<file path="config.mk">
export PLATFORM = sky130hd
export DESIGN_NAME = lcd_bus_reader
export DESIGN_NICKNAME = d
export VERILOG_FILES = /design/src/rtl/lcd_bus_reader.sv
export SDC_FILE = /design/constraint.sdc
export NUM_CORES = 1
export LEC_CHECK = 0
export ABC_AREA = 1
export BUFFER_PORTS_ARGS = -buffer_cell sky130_fd_sc_hd__buf_2
export CAP_MARGIN = 30
export CORE_MARGIN = 1
export CORE_UTILIZATION = 44
export CTS_CLUSTER_SIZE = 25
export DETAILED_ROUTE_END_ITERATION = 10
export HOLD_SLACK_MARGIN = 0.1
export PLACE_DENSITY_LB_ADDON = 0.05
export SLEW_MARGIN = 5
export SYNTH_ARGS = -nofsm -noshare
export SYNTH_HDL_FRONTEND = slang
export SYNTH_SLANG_ARGS = --single-unit
</file>
<file path="constraint.sdc">
create_clock -name clk -period 2 [get_ports clk]
set_input_delay 0.2 -clock clk [delete_from_list [all_inputs] [get_ports clk]]
set_output_delay 0.2 -clock clk [all_outputs]
set_load 0.1 [all_outputs]
</file>
<file path="src/rtl/lcd_bus_reader.sv">
// Read-side HD44780 bus sequencer: runs single RW=1 read cycles (status or data)
// and can poll the busy flag until it clears or a read-count limit is hit.
module lcd_bus_reader #(
  parameter int SETUP_CYC   = 3,
  parameter int EN_HIGH_CYC = 16,
  parameter int HOLD_CYC    = 3,
  parameter int EN_LOW_CYC  = 25,
  parameter int POLL_LIMIT  = 1000
) (
  input  logic       clk,
  input  logic       rst_n,
  input  logic       req,
  input  logic       rs_sel,
  input  logic       poll,
  input  logic [7:0] lcd_data_i,
  output logic       busy,
  output logic       done,
  output logic [7:0] rd_data,
  output logic       timeout,
  output logic       lcd_rs,
  output logic       lcd_rw,
  output logic       lcd_en
);

  localparam int MAX_SH  = (SETUP_CYC > HOLD_CYC) ? SETUP_CYC : HOLD_CYC;
  localparam int MAX_EL  = (EN_HIGH_CYC > EN_LOW_CYC) ? EN_HIGH_CYC : EN_LOW_CYC;
  localparam int MAX_CYC = (MAX_SH > MAX_EL) ? MAX_SH : MAX_EL;
  // The counter only ever holds a duration minus one, so it never needs MAX_CYC itself.
  localparam int CNT_W   = (MAX_CYC > 1) ? $clog2(MAX_CYC) : 1;

  localparam logic [CNT_W-1:0] SETUP_LD  = CNT_W'(SETUP_CYC - 1);
  localparam logic [CNT_W-1:0] EN_HI_LD  = CNT_W'(EN_HIGH_CYC - 1);
  localparam logic [CNT_W-1:0] HOLD_LD   = CNT_W'(HOLD_CYC - 1);
  localparam logic [CNT_W-1:0] EN_LO_LD  = CNT_W'(EN_LOW_CYC - 1);
  localparam logic [15:0]      LIMIT     = 16'(POLL_LIMIT);

  typedef enum logic [2:0] {
    S_IDLE,
    S_SETUP,
    S_EN_HI,
    S_HOLD,
    S_GAP,
    S_DONE
  } state_t;

  state_t           state_q;
  logic [CNT_W-1:0] cnt_q;
  logic [15:0]      poll_cnt_q;
  logic [7:0]       sample_q;
  logic [7:0]       rd_data_q;
  logic             poll_q;
  logic             busy_q;
  logic             done_q;
  logic             timeout_q;
  logic             rs_q;
  logic             rw_q;
  logic             en_q;

  // NOTE: sequential state uses non-blocking assignments so every register
  // sees the pre-edge values of the others, independent of statement order.
  always_ff @(posedge clk or negedge rst_n) begin
    if (!rst_n) begin
      state_q    <= S_IDLE;
      cnt_q      <= '0;
      poll_cnt_q <= '0;
      sample_q   <= '0;
      rd_data_q  <= '0;
      poll_q     <= 1'b0;
      busy_q     <= 1'b0;
      done_q     <= 1'b0;
      timeout_q  <= 1'b0;
      rs_q       <= 1'b0;
      rw_q       <= 1'b0;
      en_q       <= 1'b0;
    end else begin
      done_q <= 1'b0;
      unique case (state_q)
        S_IDLE: begin
          if (req) begin
            state_q    <= S_SETUP;
            cnt_q      <= SETUP_LD;
            busy_q     <= 1'b1;
            rw_q       <= 1'b1;
            rs_q       <= rs_sel;
            poll_q     <= poll & ~rs_sel;
            timeout_q  <= 1'b0;
            poll_cnt_q <= '0;
          end
        end
        S_SETUP: begin
          if (cnt_q == '0) begin
            state_q <= S_EN_HI;
            cnt_q   <= EN_HI_LD;
            en_q    <= 1'b1;
          end else begin
            cnt_q <= cnt_q - 1'b1;
          end
        end
        S_EN_HI: begin
          if (cnt_q == '0) begin
            state_q    <= S_HOLD;
            cnt_q      <= HOLD_LD;
            en_q       <= 1'b0;
            sample_q   <= lcd_data_i;
            poll_cnt_q <= poll_cnt_q + 16'd1;
          end else begin
            cnt_q <= cnt_q - 1'b1;
          end
        end
        S_HOLD: begin
          if (cnt_q == '0) begin
            if (poll_q && sample_q[7] && (poll_cnt_q < LIMIT)) begin
              state_q <= S_GAP;
              cnt_q   <= EN_LO_LD;
            end else begin
              // Still busy here means the read budget ran out.
              state_q   <= S_DONE;
              done_q    <= 1'b1;
              rd_data_q <= sample_q;
              timeout_q <= poll_q & sample_q[7];
              rw_q      <= 1'b0;
              rs_q      <= 1'b0;
            end
          end else begin
            cnt_q <= cnt_q - 1'b1;
          end
        end
        S_GAP: begin
          if (cnt_q == '0) begin
            state_q <= S_SETUP;
            cnt_q   <= SETUP_LD;
          end else begin
            cnt_q <= cnt_q - 1'b1;
          end
        end
        S_DONE: begin
          state_q <= S_IDLE;
          busy_q  <= 1'b0;
        end
        default: state_q <= S_IDLE;
      endcase
    end
  end

  assign busy    = busy_q;
  assign done    = done_q;
  assign rd_data = rd_data_q;
  assign timeout = timeout_q;
  assign lcd_rs  = rs_q;
  assign lcd_rw  = rw_q;
  assign lcd_en  = en_q;

endmodule

</file>
Yosys cells after proc, flatten, opt, wreduce, memory -nomap -nowiden
Index checks and enable logic that the tools add are counted.
{ "totals": {"register_bits": 47, "wordCells": 83, "input_bits": 13, "out_inout_bits": 14} }
{ "classes": {"magnitude_cmp": 1, "muxes": 33, "add_sub_neg": 2, "n_reduce_logical": 19, "n_bitwise": 4, "n_eq_ne": 12} }
{ "ops": {"columns": ["operator", "count"], "rows": [
  ["$mux W16", 2],
  ["$pmux W16 S2", 1],
  ["$mux W5", 5],
  ["$pmux W5 S4", 1],
  ["$add A16 B1 Y16 const B", 1],
  ["$lt A16 B10 Y1 const B", 1],
  ["$mux W3", 5],
  ["$pmux W3 S5", 1],
  ["$mux W1", 13],
  ["$ne A2 B2 Y1 const B", 6],
  ["$reduce_and A3 Y1", 4],
  ["$pmux W1 S2", 5],
  ["$reduce_bool A2 Y1", 4],
  ["$eq A3 B2 Y1 const B", 2],
  ["$eq A3 B3 Y1 const B", 2],
  ["$reduce_and A2 Y1", 3],
  ["$logic_not A5 Y1", 1],
  ["$reduce_and A5 Y1", 1],
  ["$sub A5 B1 Y5 const B", 1],
  ["$reduce_and A4 Y1", 1],
  ["$reduce_bool A4 Y1", 1],
  ["$eq A3 B1 Y1 const B", 1],
  ["$logic_not A3 Y1", 1],
  ["$ne A3 B3 Y1 const B", 1],
  ["other kinds (4)", 7]
]} }

Logic depth before layout (Yosys ltp)
Gate-level depths: netlist (run 1).
{ "depth": {"depth_word": 5, "depth_mapped": 9, "depth_no_buf": 9} }

Worst setup path before layout (run 1)
Ideal clock, no wire load.
{ "synth_timing": {"path_kind": "register -> register", "from": "register cnt_q[0]", "to": "register sample_q[0]", "setup_ps": 125, "t_arrival_ps": 1389, "path_slack_ps": 486, "n_path_buf": 0, "stages_incl_launch_ff": 6, "cell_sequence": "dfrtp_1 > inv_1 > ha_1 > nand3_4 > nor2_4 > mux2_2"} }
{ "synth_via": {"elab_chain_cells": 2} }
{ "synth_lines": {"columns": ["element", "line_no", "text"], "rows": [
  ["start, declared", "47", "logic [CNT_W-1:0] cnt_q;"],
  ["start signal, assigned", "96", "cnt_q <= cnt_q - 1'b1;"],
  ["start signal, assigned", "107", "cnt_q <= cnt_q - 1'b1;"],
  ["start signal, assigned", "125", "cnt_q <= cnt_q - 1'b1;"],
  ["$logic_not A5 Y1", "100", "if (cnt_q == '0) begin"],
  ["$reduce_and A2 Y1 (no line)", null, null],
  ["end signal, assigned", "104", "sample_q <= lcd_data_i;"],
  ["end, declared", "49", "logic [7:0] sample_q;"]
]} }
Every way passes these cells.
A chain may end at the register's enable or synchronous reset.

Final worst setup path (run 1)
{ "layout_timing": {"from": "register cnt_q[0]", "to": "register rd_data_q[6], in the netlist rd_data[6]"} }
{ "layout_via": {"elab_chain_cells": 2} }
{ "layout_lines": {"columns": ["element", "line_no", "text"], "rows": [
  ["$logic_not A5 Y1", "111", "if (cnt_q == '0) begin"],
  ["$reduce_and A3 Y1 (no line)", null, null],
  ["end signal, assigned", "119", "rd_data_q <= sample_q;"],
  ["end, declared", "50", "logic [7:0] rd_data_q;"]
]} }
Every way passes these cells.

==> results of run 1 <==
[timing repair]
item / CTS / global route
hold buffers: 2 / 0
resized for setup: 0 / 0
buffers inserted: 0 / 0
endpoints found under the hold margin: 11 / 0
[area by class of cell]
cell class                 count  area, µm²
timing repair buffer          31        185
sequential                    47       1180
tap                           72       90.1
clock inverter                 3       26.3
clock buffer                   5       68.8
fill                         549       2660
inverter                      41        154
multi-input combinational    231       1150
[critical path: cells and delay by family, from the launching register on]
family,cells,cell delay (ns)
flip-flops,1,0.39
adder cells (fa/ha/maj),1,0.26
buffers and inverters,3,0.47
AND/OR/NAND/NOR,4,0.47
[power breakdown]
group          internal, mW  total (mW)  leakage [nW]  switching [mW]
sequential             1.22        1.40         0.598           0.178
combinational         0.449        2.00         0.800            1.55
clock                 0.258       0.614        0.0491           0.356
[layout by cell type, fill, tap and decap left out, types with 2 or more instances in the layout]
cell type	instances
clkbuf_8	5
buf_4	2
nand3_1	25
ha_1	2
o21ai_0	7
nand3_4	2
dfrtp_1	47
inv_2	8
inv_1	33
dlygate4sd3_1	2
o21ai_1	10
buf_2	26
a21oi_1	6
mux2_2	7
nor2_4	3
nor2_1	33
nand2_2	4
nand4_1	14
nand2_1	107
inv_6	2
[path summary, 6_finish.rpt]
path	slack [ns]	end	cells past startpoint	start
max reg2reg	0.34	rd_data[6]	8	cnt_q[0]
max	0.34	rd_data[6]	8	cnt_q[0]
min in group asynchronous	0.29	poll_cnt_q[12]	2	rst_n
min reg2reg	0.47	rd_data[2]	2	sample_q[2]
min	0.11	lcd_rs	3	rs_sel
max in group asynchronous	1.14	cnt_q[0]	3	rst_n
[through the flow]
| step | setup slack [ns] | std cells | area [µm²] |
|---|---|---|---|
| after global placement | 0.367 | 420 | 2740 |
| after global routing | 0.188 | 430 | 2850 |
| final | 0.341 | 430 | 2850 |
| after detailed placement | 0.328 | 420 | 2740 |
| after CTS | 0.319 | 430 | 2850 |
| after floorplan | 0.486 | 323 | 2520 |
[synthesized netlist by cell type (2+ instances only)]
cell     instances
a21oi_1          6
buf_6            3
dfrtp_1         47
ha_1             2
inv_1           33
inv_2            8
mux2_2           7
nand2_1        107
nand2_2          4
nand3_1         25
nand3_4          2
nand4_1         14
nor2_1          33
nor2_4           3
o21ai_0          7
o21ai_1         10
[cells by family after synthesis]
| logic type | count (synthesis) | share of synthesized area |
|---|---|---|
| AO/OA/AOI/OAI | 28 | 0.0641 |
| XOR/XNOR | 1 | 0.00348 |
| adder cells (fa/ha/maj) | 2 | 0.00993 |
| buffers and inverters | 45 | 0.0765 |
| flip-flops | 47 | 0.467 |
| multiplexers | 8 | 0.0358 |
| AND/OR/NAND/NOR | 192 | 0.344 |
[metal layers]
layer,vias to the layer above,GRT usage,part of all wire
met5,-,0,0
met4,0,0.0660,0.012
met3,4,0.0424,0.028
met2,27,0.332,0.48
met1,991,0.268,0.48
li1,1102,-,-
[flip-flops by register name (all words and copies together), names as in the netlist]
register and flops:
lcd_rw 1, busy 1, timeout 1, state_q 3
done 1, poll_cnt_q 16, poll_q 1, rd_data 8
sample_q 8, lcd_rs 1, lcd_en 1, cnt_q 5
==> summary.txt, run 1 <==
Power and ir drop
  – Power Dens Cells: about 1400 nW/µm²
  – Maximum vdd ir drop: 0.000870 V
  – Total power: around 4 mW
  – Static leakage power: ~1.4 nW

Die
  – Std-Cell Core Area: between 5000 and 6000 µm²
  – Total die area: roughly 6000 µm²
  – Horiz. Die Dim: slightly below 80 µm
  – Starting Density: 0.458
  – Top-Level Pins: 27
  – Die Y-Extent: just under 80 µm
  – Row count: 27

Drt
  – Vias post-DR: between 2000 and 2500
  – Total detailed-routing wirelength: 5.40 mm
  – Count of TritonRoute iterations in the first routing pass: 4
  – DRC viols: 0
  – Initial DRC Count: 90
  – Number of nets with antenna violations after detailed routing: 0
  – Routed wire per std cell: 12.6 µm
  – Mean number of vias per cell: slightly below 5

Setup path
  – Crit start category: flip-flop
  – CP max FO: 13
  – Cell type of the slowest stage on the worst timing path: dfrtp_1
  – Chain of cells forming the critical path: inv_1 > ha_1 > nand3_4 > inv_2 > nand3_4 > inv_2 > nand2_1 > nand2_1
  – Largest incremental delay on the critical path: 0.39 ns
  – WP data arrival: 1.90 ns
  – Critical path required time: between 2 and 2.5 ns
  – Crit Path Category: flip-flop to flip-flop
  – CP endpoint kind: flip-flop

Finish
  – Core Util, Final: 0.518
  – Area growth from synthesis to final layout: 13.2%
  – Share of layout cells above drive strength 1: 0.182
  – Number of nets in the layout: 372
  – Antenna cell count: 0

Yosys
  – FF+latch count, synth: between 40 and 50
  – Share of the synthesized area in the top cell type: 0.467
  – Share of synthesized registers carrying an async set or reset: 1.00
  – Number of synthesized flops with an enable pin: 0
  – Sequential share of the synthesized area: 0.467
  – Primary flip-flop cell chosen by synthesis mapping: dfrtp_1
  – Library cell occupying the most area in the post-synthesis netlist: dfrtp_1
  – Synth Warn #: 0
  – Area contributors post-synth: dfrtp_1 (47%), nand2_1 (16%), nand3_1 (5.0%), inv_1 (4.9%), nor2_1 (4.9%)
  – Net count after synthesis: about 340
  – Area of the mapped netlist: roughly 2500 µm²
  – Number of library cell types mapped by synthesis: 28
  – Number of instances in the synthesized netlist: 323
  – Mapped Avg Cell Area: roughly 7.8 µm²

STA
  – Sum of negative setup slack: 0 ns
  – Skew final: about 0.011 ns
  – Maximum frequency from static timing analysis: roughly 600 MHz
  – Max-slew violation count: 0
  – Final number of hold-violating endpoints: 0
  – Measured slew at the worst slew-check pin: ~0.48 ns
  – Final-report setup violation count: 0
  – Minimum period implied by the final worst setup slack: about 1.7 ns
  – RSZ-0062 raised after global routing: no
  – Worst slew slack as a fraction of its limit: 0.678
  – Final-layout worst hold slack: between 0.1 and 0.15 ns
  – Share of the clock period used by the worst path after layout: 0.829

Clock tree
  – Clock root buffer master: clkbuf_8
  – Clock input transition at the sequential cells of the worst setup and hold paths: around 0.09 ns
  – Number of levels the H-tree was split into: 2
  – Latest clock arrival within the worst-skew pair: 0.31 ns
  – Number of sinks on the clock net: 47
  – TritonCTS clock tree: built
  – Number of CTS-inserted buffers: 5
  – Buffers from clock root to sink, at most: 2

Outcome
  – Result of the run: finished, final reports clean

GRT
  – GR Overflow Total: 0
  – Maximum number of pins on one net before global-route repair: 24
  – Vias in the first global route: about 2000
  – Initial antenna violation count: 0
  – Global-route wire length before repair: approximately 9.5 mm
  – GRT Util Overall: 0.203

Run
  – Max-cap violations: 0

Min path
  – Hold WC Path Type: primary input to flip-flop

Placement
  – IO Port Bufs: 26
  – Weighted congestion reported at the end of routability-driven placement: 0.860
  – Half-perimeter wire length after detailed placement: 4.00 mm
Note: power is estimated with default switching activity, not from simulation.
==> inputs of run 2 (changes only) <==
==> constraint.sdc (replaced) <==
create_clock -name clk -period 1.35 [get_ports clk]
set_input_delay 0.135 -clock clk [delete_from_list [all_inputs] [get_ports clk]]
set_output_delay 0.135 -clock clk [all_outputs]
set_load 0.1 [all_outputs]
==> run 2 against run 1 <==
  * The run now ends with setup timing left
  * Maximum frequency rose by 14%
  * Register-to-register slack got worse by 0.45 ns
  * Die area did not move
  * Combinational power rose by 82%
  * Power rose by 68%
  * Critical path depth fell by 3
  * Critical endpoint is now sample_q[5]
  * Largest cell class is now multi-input gates
  * Largest power group unchanged
==> summary.txt, run 2 (synthesized netlist as in run 1, its figures left out) <==
Finish
  – Core Util, Final: 0.626 (was 0.518)
  – Number of inserted filler cells in the final layout: 507 (was 549)
  – Antenna cell count: 0 (unchanged)
  – Commonest cells after routing, fill and taps aside: nand2_1 (106), buf_4 (50), dfrtp_1 (47), inv_1 (31), nor2_1 (29) (was nand2_1 (107), dfrtp_1 (47), inv_1 (33), nor2_1 (33), buf_2 (26))
  – Share of layout cells above drive strength 1: 0.310 (was 0.182)
  – Flip-flop count of the largest register after layout: 16 (unchanged)
  – Number of nets in the layout: 433 (was 372)
  – Most common cell after layout, fill and taps aside: nand2_1 (unchanged)
  – Area growth from synthesis to final layout: 36.8% (was 13.2%)
  – Most flops, register: poll_cnt_q (unchanged)

Placement
  – IO Port Bufs: 26 (unchanged)
  – Weighted congestion reported at the end of routability-driven placement: 0.851 (was 0.860)
  – Half-perimeter wire length after detailed placement: 4.28 mm (was 4.00 mm)

STA
  – Share of the clock period used by the worst path after layout: 1.08 (was 0.829)
  – Minimum period implied by the final worst setup slack: 1.46 ns (was 1.66 ns)
  – Max-slew violation count: 0 (unchanged)
  – Final-report setup violation count: 23 (was 0)
  – Final number of hold-violating endpoints: 0 (unchanged)
  – Worst slew slack as a fraction of its limit: 0.676 (was 0.678)
  – RSZ-0062 raised after global routing: yes (was no)
  – Maximum frequency from static timing analysis: 684 MHz (was 603 MHz)
  – Worst-case setup margin in the final layout: -0.111 ns (was 0.341 ns)
  – Skew final: 0.0114 ns (was 0.0105 ns)
  – Measured slew at the worst slew-check pin: 0.490 ns (was 0.483 ns)
  – Final-layout worst hold slack: 0.269 ns (was 0.109 ns)

Setup path
  – Instance count on the critical path: 5 (was 8)
  – CP Buf/Inv Count: 1 (was 3)
  – Cell type of the slowest stage on the worst timing path: dfrtp_1 (unchanged)
  – Crit start category: flip-flop (unchanged)
  – Chain of cells forming the critical path: inv_2 > ha_4 > nand3_4 > nor2_4 > mux2_2 (was inv_1 > ha_1 > nand3_4 > inv_2 > nand3_4 > inv_2 > nand2_1 > nand2_1)
  – Top Family by Delay on Critical Path: flip-flops (was buffers and inverters)
  – Reg2Reg Launch Point: cnt_q[0] (unchanged)
  – Largest incremental delay on the critical path: 0.39 ns (about the same)
  – CP max FO: 9 (was 13)
  – Reg-to-reg critical path endpoint: sample_q[5] (was rd_data[6])
  – Critical path required time: 1.54 ns (was 2.24 ns)
  – WP data arrival: 1.65 ns (was 1.90 ns)
  – Reg-to-reg slack, setup: -0.11 ns (was 0.34 ns)
  – CP endpoint kind: flip-flop (unchanged)
  – R2r worst-path depth: 5 (was 8)
  – Crit Path Category: flip-flop to flip-flop (unchanged)

Power and ir drop
  – Power Dens Cells: 1950 nW/µm² (was 1410 nW/µm²)
  – Maximum vdd ir drop: 0.00172 V (was 0.000870 V)
  – Portion of total power attributed to sequential cells: 0.304 (was 0.349)
  – Switching share of power: 0.481 (was 0.520)
  – Gate power share: 0.539 (was 0.498)
  – Proportion of power drawn by the clock network: 0.156 (was 0.153)
  – Cell-internal power: 3.49 mW (was 1.93 mW)
  – Static leakage power: 1.76 nW (was 1.45 nW)
  – Power dissipated by switching net loads: 3.24 mW (was 2.08 mW)

Die
  – Row count: 27 (unchanged)
  – Top-Level Pins: 27 (unchanged)
  – Die Y-Extent: 77.7 µm (unchanged)
  – Total die area: 6030 µm² (unchanged)
  – Std-Cell Core Area: 5510 µm² (unchanged)
  – Starting Density: 0.458 (unchanged)
  – Horiz. Die Dim: 77.7 µm (unchanged)

Run
  – Max-cap violations: 0 (unchanged)

GRT
  – Maximum number of pins on one net before global-route repair: 24 (unchanged)
  – Initial antenna violation count: 0 (unchanged)
  – GR Overflow Total: 0 (unchanged)
  – Vias in the first global route: 2187 (was 2035)
  – Global-route wire length before repair: 9.95 mm (was 9.54 mm)
  – GRT Util Overall: 0.214 (was 0.203)

Min path
  – Hold path depth: 4 (was 3)
  – Hold_sp: req (was rs_sel)
  – Hold WC Path Type: primary input to flip-flop (unchanged)
  – Worst min-delay path endpoint: busy (was lcd_rs)

Clock tree
  – Number of CTS-inserted buffers: 5 (unchanged)
  – Number of levels the H-tree was split into: 2 (unchanged)
  – Clock input transition at the sequential cells of the worst setup and hold paths: 0.08 ns (was 0.09 ns)
  – Latest clock arrival within the worst-skew pair: 0.31 ns (about the same)
  – Clock root buffer master: clkbuf_8 (unchanged)
  – TritonCTS clock tree: built (unchanged)
  – Buffers from clock root to sink, at most: 2 (unchanged)
  – Number of sinks on the clock net: 47 (unchanged)

Drt
  – Vias post-DR: 2352 (was 2124)
  – Count of TritonRoute iterations in the first routing pass: 4 (unchanged)
  – Mean number of vias per cell: 4.79 (was 4.94)
  – Number of nets with antenna violations after detailed routing: 0 (unchanged)
  – DRC viols: 0 (unchanged)
  – Initial DRC Count: 131 (was 90)
  – Total detailed-routing wirelength: 5.99 mm (was 5.40 mm)
  – Routed wire per std cell: 12.2 µm (was 12.6 µm)

Outcome
  – Result of the run: complete, but fails checks (was finished, final reports clean)
  – Violations in the final reports: setup timing
==> run 2: per-layer routing <==
layer	track usage	routed length, µm	part of all wire	vias to the layer above
li1	-	-	-	1231
met5	0	0	0	-
met2	0.374	3000	0.50	21
met3	0.0388	106	0.018	5
met4	0.0604	62	0.010	0
met1	0.268	2820	0.47	1095
==> run 2: worst reg2reg max path: stages, from the launching register on <==
cell	delay, ns
dfrtp_1	0.39
inv_2	0.08
ha_4	0.14
nand3_4	0.12
nor2_4	0.26
mux2_2	0.37
==> run 2: worst max path at each step <==
stage	start	endpoint	slack [ns]
global placement	cnt_q[1]	sample_q[7]	-0.11
CTS	cnt_q[0]	sample_q[5]	-0.12
global route	cnt_q[0]	cnt_q[0]	-0.19
detailed placement	cnt_q[0]	sample_q[3]	-0.15
floorplan	cnt_q[0]	sample_q[0]	-0.08
finish	cnt_q[0]	sample_q[5]	-0.11
==> run 2: area by class of cell <==
| class | count | area, µm² | area share |
|---|---|---|---|
| clock buffer | 5 | 68.8 | 0.0200 |
| clock inverter | 3 | 43.8 | 0.0127 |
| inverter | 41 | 164 | 0.0475 |
| multi-input combinational | 232 | 1210 | 0.351 |
| sequential | 47 | 1180 | 0.341 |
| tap | 72 | 90.1 | 0.0261 |
| timing repair buffer | 91 | 696 | 0.202 |
==> run 2: timing repair <==
| item | 4_1_cts | 5_1_grt |
|---|---|---|
| hold endpoints to repair | 37 | 0 |
| hold buffers | 11 | 0 |
| gates resized for setup | 11 | 5 |
| gates cloned | 1 | 0 |
| pin swaps | 3 | 1 |
| setup buffers | 4 | 1 |
| setup endpoints to repair | 33 | 45 |
==> run 2: through the flow <==
| stage | TNS (ns) | cells | setup WS [ns] | area [µm²] | total power, mW |
|---|---|---|---|---|---|
| after global routing | -5.16 | 491 | -0.193 | 3450 | 7.14 |
| after CTS | -1.51 | 490 | -0.116 | 3420 | 6.73 |
| after floorplan | -0.591 | 323 | -0.0752 | 2530 | 4.54 |
| after detailed placement | -2.52 | 466 | -0.151 | 3130 | 5.55 |
| after global placement | -1.75 | 466 | -0.109 | 3130 | 5.53 |
| final | -1.21 | 491 | -0.111 | 3450 | 6.73 |
==> run 2: power by group through the flow <==
stage | combinational, mW | clock [mW] | sequential [mW]
final | 3.63 | 1.05 | 2.05
after global routing | 3.91 | 1.13 | 2.10
after CTS | 3.60 | 1.08 | 2.05
after detailed placement | 3.48 | 0 | 2.07
after global placement | 3.46 | 0 | 2.07
after floorplan | 1.22 | 0 | 3.32
==> inputs of run 3 (changes only) <==
==> constraint.sdc (replaced) <==
create_clock -name clk -period 1.35 [get_ports clk]
set_input_delay 0.27 -clock clk [delete_from_list [all_inputs] [get_ports clk]]
set_output_delay 0.27 -clock clk [all_outputs]
set_load 0.1 [all_outputs]
==> run 3 against run 2 <==
  * The flow still finishes with violations (setup timing)
  * Flip-flop and latch count stayed put
  * Critical path depth grew 1
  * Worst hold slack worse by 0.082 ns
  * First-iteration DRC count increased by 2.3%
  * Count of clock-buffer cells in the layout stayed put
  * Routed wire length rose by 1.7%
  * Maximum frequency is 1.1% higher
  * Sequential power up 4%
  * Global-route usage about the same
  * Combinational power increased by 18%
  * Sequential share of layout area fell by 1.5 points
  * Critical endpoint is now sample_q[6]
  * Highest routed layer unchanged
==> summary.txt, run 3 (synthesized netlist as in run 1, its figures left out) <==
Outcome
  – Result of the run: complete, but fails checks (unchanged)
  – Violations in the final reports: setup timing (unchanged)

Placement
  – IO Port Bufs: 26 (unchanged)
  – Half-perimeter wire length after detailed placement: 4.25 mm (was 4.28 mm)
  – Total placed cells including tap cells: 464 (was 466)
  – Weighted congestion reported at the end of routability-driven placement: 0.856 (was 0.851)

Die
  – Std-Cell Core Area: 5510 µm² (unchanged)
  – Horiz. Die Dim: 77.7 µm (unchanged)
  – Starting Density: 0.458 (unchanged)
  – Row count: 27 (unchanged)
  – Die Y-Extent: 77.7 µm (unchanged)
  – Top-Level Pins: 27 (unchanged)
  – Total die area: 6030 µm² (unchanged)

Clock tree
  – Latest clock arrival within the worst-skew pair: 0.30 ns (was 0.31 ns)
  – Number of sinks on the clock net: 47 (unchanged)
  – Clock root buffer master: clkbuf_8 (unchanged)
  – Buffers from clock root to sink, at most: 2 (unchanged)
  – Number of levels the H-tree was split into: 2 (unchanged)
  – Number of CTS-inserted buffers: 5 (unchanged)
  – TritonCTS clock tree: built (unchanged)
  – Clock input transition at the sequential cells of the worst setup and hold paths: 0.09 ns (was 0.08 ns)

Drt
  – Top Layer Used: met4 (unchanged)
  – Vias post-DR: 2369 (was 2352)
  – DRC viols: 0 (unchanged)
  – Total detailed-routing wirelength: 6.09 mm (was 5.99 mm)
  – Number of nets with antenna violations after detailed routing: 0 (unchanged)
  – Count of TritonRoute iterations in the first routing pass: 4 (unchanged)
  – Routed wire per std cell: 12.5 µm (was 12.2 µm)
  – Mean number of vias per cell: 4.88 (was 4.79)
  – Length of routed met2 wiring: 3.01 mm (was 3.00 mm)
  – Initial DRC Count: 134 (was 131)
  – Wire length the detailed router placed on met1: 2.88 mm (was 2.82 mm)
  – Detail Route met3 WL: 132 µm (was 106 µm)

Finish
  – Antenna cell count: 0 (unchanged)
  – Flip-flop count of the largest register after layout: 16 (unchanged)
  – Most flops, register: poll_cnt_q (unchanged)
  – Register cell area after layout: 1180 µm² (about the same)
  – Number of nets in the layout: 427 (was 433)
  – Area growth from synthesis to final layout: 43.1% (was 36.8%)
  – Commonest cells after routing, fill and taps aside: nand2_1 (100), buf_4 (54), dfrtp_1 (46), inv_1 (29), nor2_1 (28) (was nand2_1 (106), buf_4 (50), dfrtp_1 (47), inv_1 (31), nor2_1 (29))
  – Combined area of the multi-input logic cells: 1280 µm² (was 1210 µm²)
  – Final Instance Count excl. Fillers: 485 (was 491)
  – Number of inserted filler cells in the final layout: 475 (was 507)
  – Most common cell after layout, fill and taps aside: nand2_1 (unchanged)
  – Share of layout cells above drive strength 1: 0.351 (was 0.310)

Setup path
  – WP data arrival: 1.64 ns (was 1.65 ns)
  – Crit start category: flip-flop (unchanged)
  – R2r worst-path depth: 6 (was 5)
  – CP endpoint kind: flip-flop (unchanged)
  – Reg-to-reg slack, setup: -0.09 ns (was -0.11 ns)
  – CP max FO: 9 (unchanged)
  – Crit Path Category: flip-flop to flip-flop (unchanged)
  – Chain of cells forming the critical path: inv_2 > ha_4 > nand3_4 > nor2_4 > buf_12 > mux2_4 (was inv_2 > ha_4 > nand3_4 > nor2_4 > mux2_2)
  – Cell type of the slowest stage on the worst timing path: dfrtp_1 (unchanged)
  – Reg-to-reg critical path endpoint: sample_q[6] (was sample_q[5])
  – Largest incremental delay on the critical path: 0.40 ns (was 0.39 ns)
  – Critical path required time: 1.54 ns (about the same)
  – Reg2Reg Launch Point: cnt_q[0] (unchanged)

Run
  – Max-cap violations: 0 (unchanged)

Min path
  – Hold WC Path Type: primary input to flip-flop (unchanged)
  – Hold_sp: rs_sel (was req)
  – Hold path depth: 3 (was 4)
  – Worst min-delay path endpoint: lcd_rs (was busy)

STA
  – Sum of negative setup slack: -1.38 ns (was -1.21 ns)
  – Measured slew at the worst slew-check pin: 0.406 ns (was 0.490 ns)
  – Final-layout worst hold slack: 0.187 ns (was 0.269 ns)
  – Final number of hold-violating endpoints: 0 (unchanged)
  – Maximum frequency from static timing analysis: 692 MHz (was 684 MHz)
  – Skew final: 0.0116 ns (was 0.0114 ns)
  – Share of the clock period used by the worst path after layout: 1.07 (was 1.08)
  – Worst-case setup margin in the final layout: -0.0949 ns (was -0.111 ns)
  – Max-slew violation count: 0 (unchanged)
  – Final-report setup violation count: 31 (was 23)
  – Minimum period implied by the final worst setup slack: 1.44 ns (was 1.46 ns)
  – Worst slew slack as a fraction of its limit: 0.730 (was 0.676)
  – RSZ-0062 raised after global routing: yes (unchanged)

Power and ir drop
  – Static leakage power: 1.81 nW (was 1.76 nW)
  – Maximum vdd ir drop: 0.00182 V (was 0.00172 V)
  – Total power: 7.27 mW (was 6.73 mW)
  – Power Dens Cells: 2020 nW/µm² (was 1950 nW/µm²)

GRT
  – Initial antenna violation count: 0 (unchanged)
  – Global-route wire length before repair: 10.1 mm (was 9.95 mm)
  – Vias in the first global route: 2185 (was 2187)
  – GRT Util Overall: 0.213 (was 0.214)
  – GR Overflow Total: 0 (unchanged)
  – Maximum number of pins on one net before global-route repair: 24 (unchanged)
[run 3: final cells by class]
type,instances,area share
clock buffer,5,0.0191
timing repair buffer,85,0.223
inverter,41,0.0468
clock inverter,3,0.00555
sequential,47,0.326
multi-input combinational,232,0.354
tap,72,0.0250
[run 3: metrics by stage]
step	utilization	worst slack, ns	instance area, µm²
2_1_floorplan	-	-0.0752	2530
3_3_place_gp	0.593	-0.121	3270
3_5_place_dp	0.593	-0.153	3270
4_1_cts	0.631	-0.0818	3470
5_1_grt	0.655	-0.204	3610
6_report	0.655	-0.0949	3610
[run 3: how the worst max path moves through the flow]
stage	from	endpoint	cells past startpoint
after floorplan	cnt_q[0]	sample_q[0]	5
after global placement	cnt_q[1]	sample_q[1]	5
after detailed placement	cnt_q[0]	sample_q[1]	5
after CTS	cnt_q[0]	sample_q[6]	6
after global routing	state_q[1]	poll_cnt_q[2]	9
final	cnt_q[0]	sample_q[6]	6
[run 3: critical path, delay by kind of cell (launching register included)]
| family | cells | cell delay (ns) |
|---|---|---|
| mux | 1 | 0.30 |
| buf+inv | 2 | 0.23 |
| simple gates | 2 | 0.27 |
| fa+ha+maj | 1 | 0.14 |
| flops | 1 | 0.40 |
[run 3: metal layers]
| metal | track usage | vias to the layer above |
|---|---|---|
| met5 | 0 | - |
| met4 | 0.0566 | 0 |
| met3 | 0.0388 | 8 |
| met2 | 0.342 | 30 |
| met1 | 0.297 | 1107 |
| li1 | - | 1224 |
[run 3: what timing repair did]
item,4_1_cts,5_1_grt
setup endpoints to repair,36,46
gates resized for setup,15,31
buffers inserted,6,5
endpoints found under the hold margin,13,0
cloned,1,0
pin swaps,4,3
hold buffers,1,0
[run 3: where the power goes]
part / total, mW / internal (mW) / switching (mW) / leakage, nW
logic: 4.29 / 1.67 / 2.62 / 1.18
registers: 2.13 / 1.81 / 0.319 / 0.596
clock network: 0.852 / 0.361 / 0.491 / 0.0402
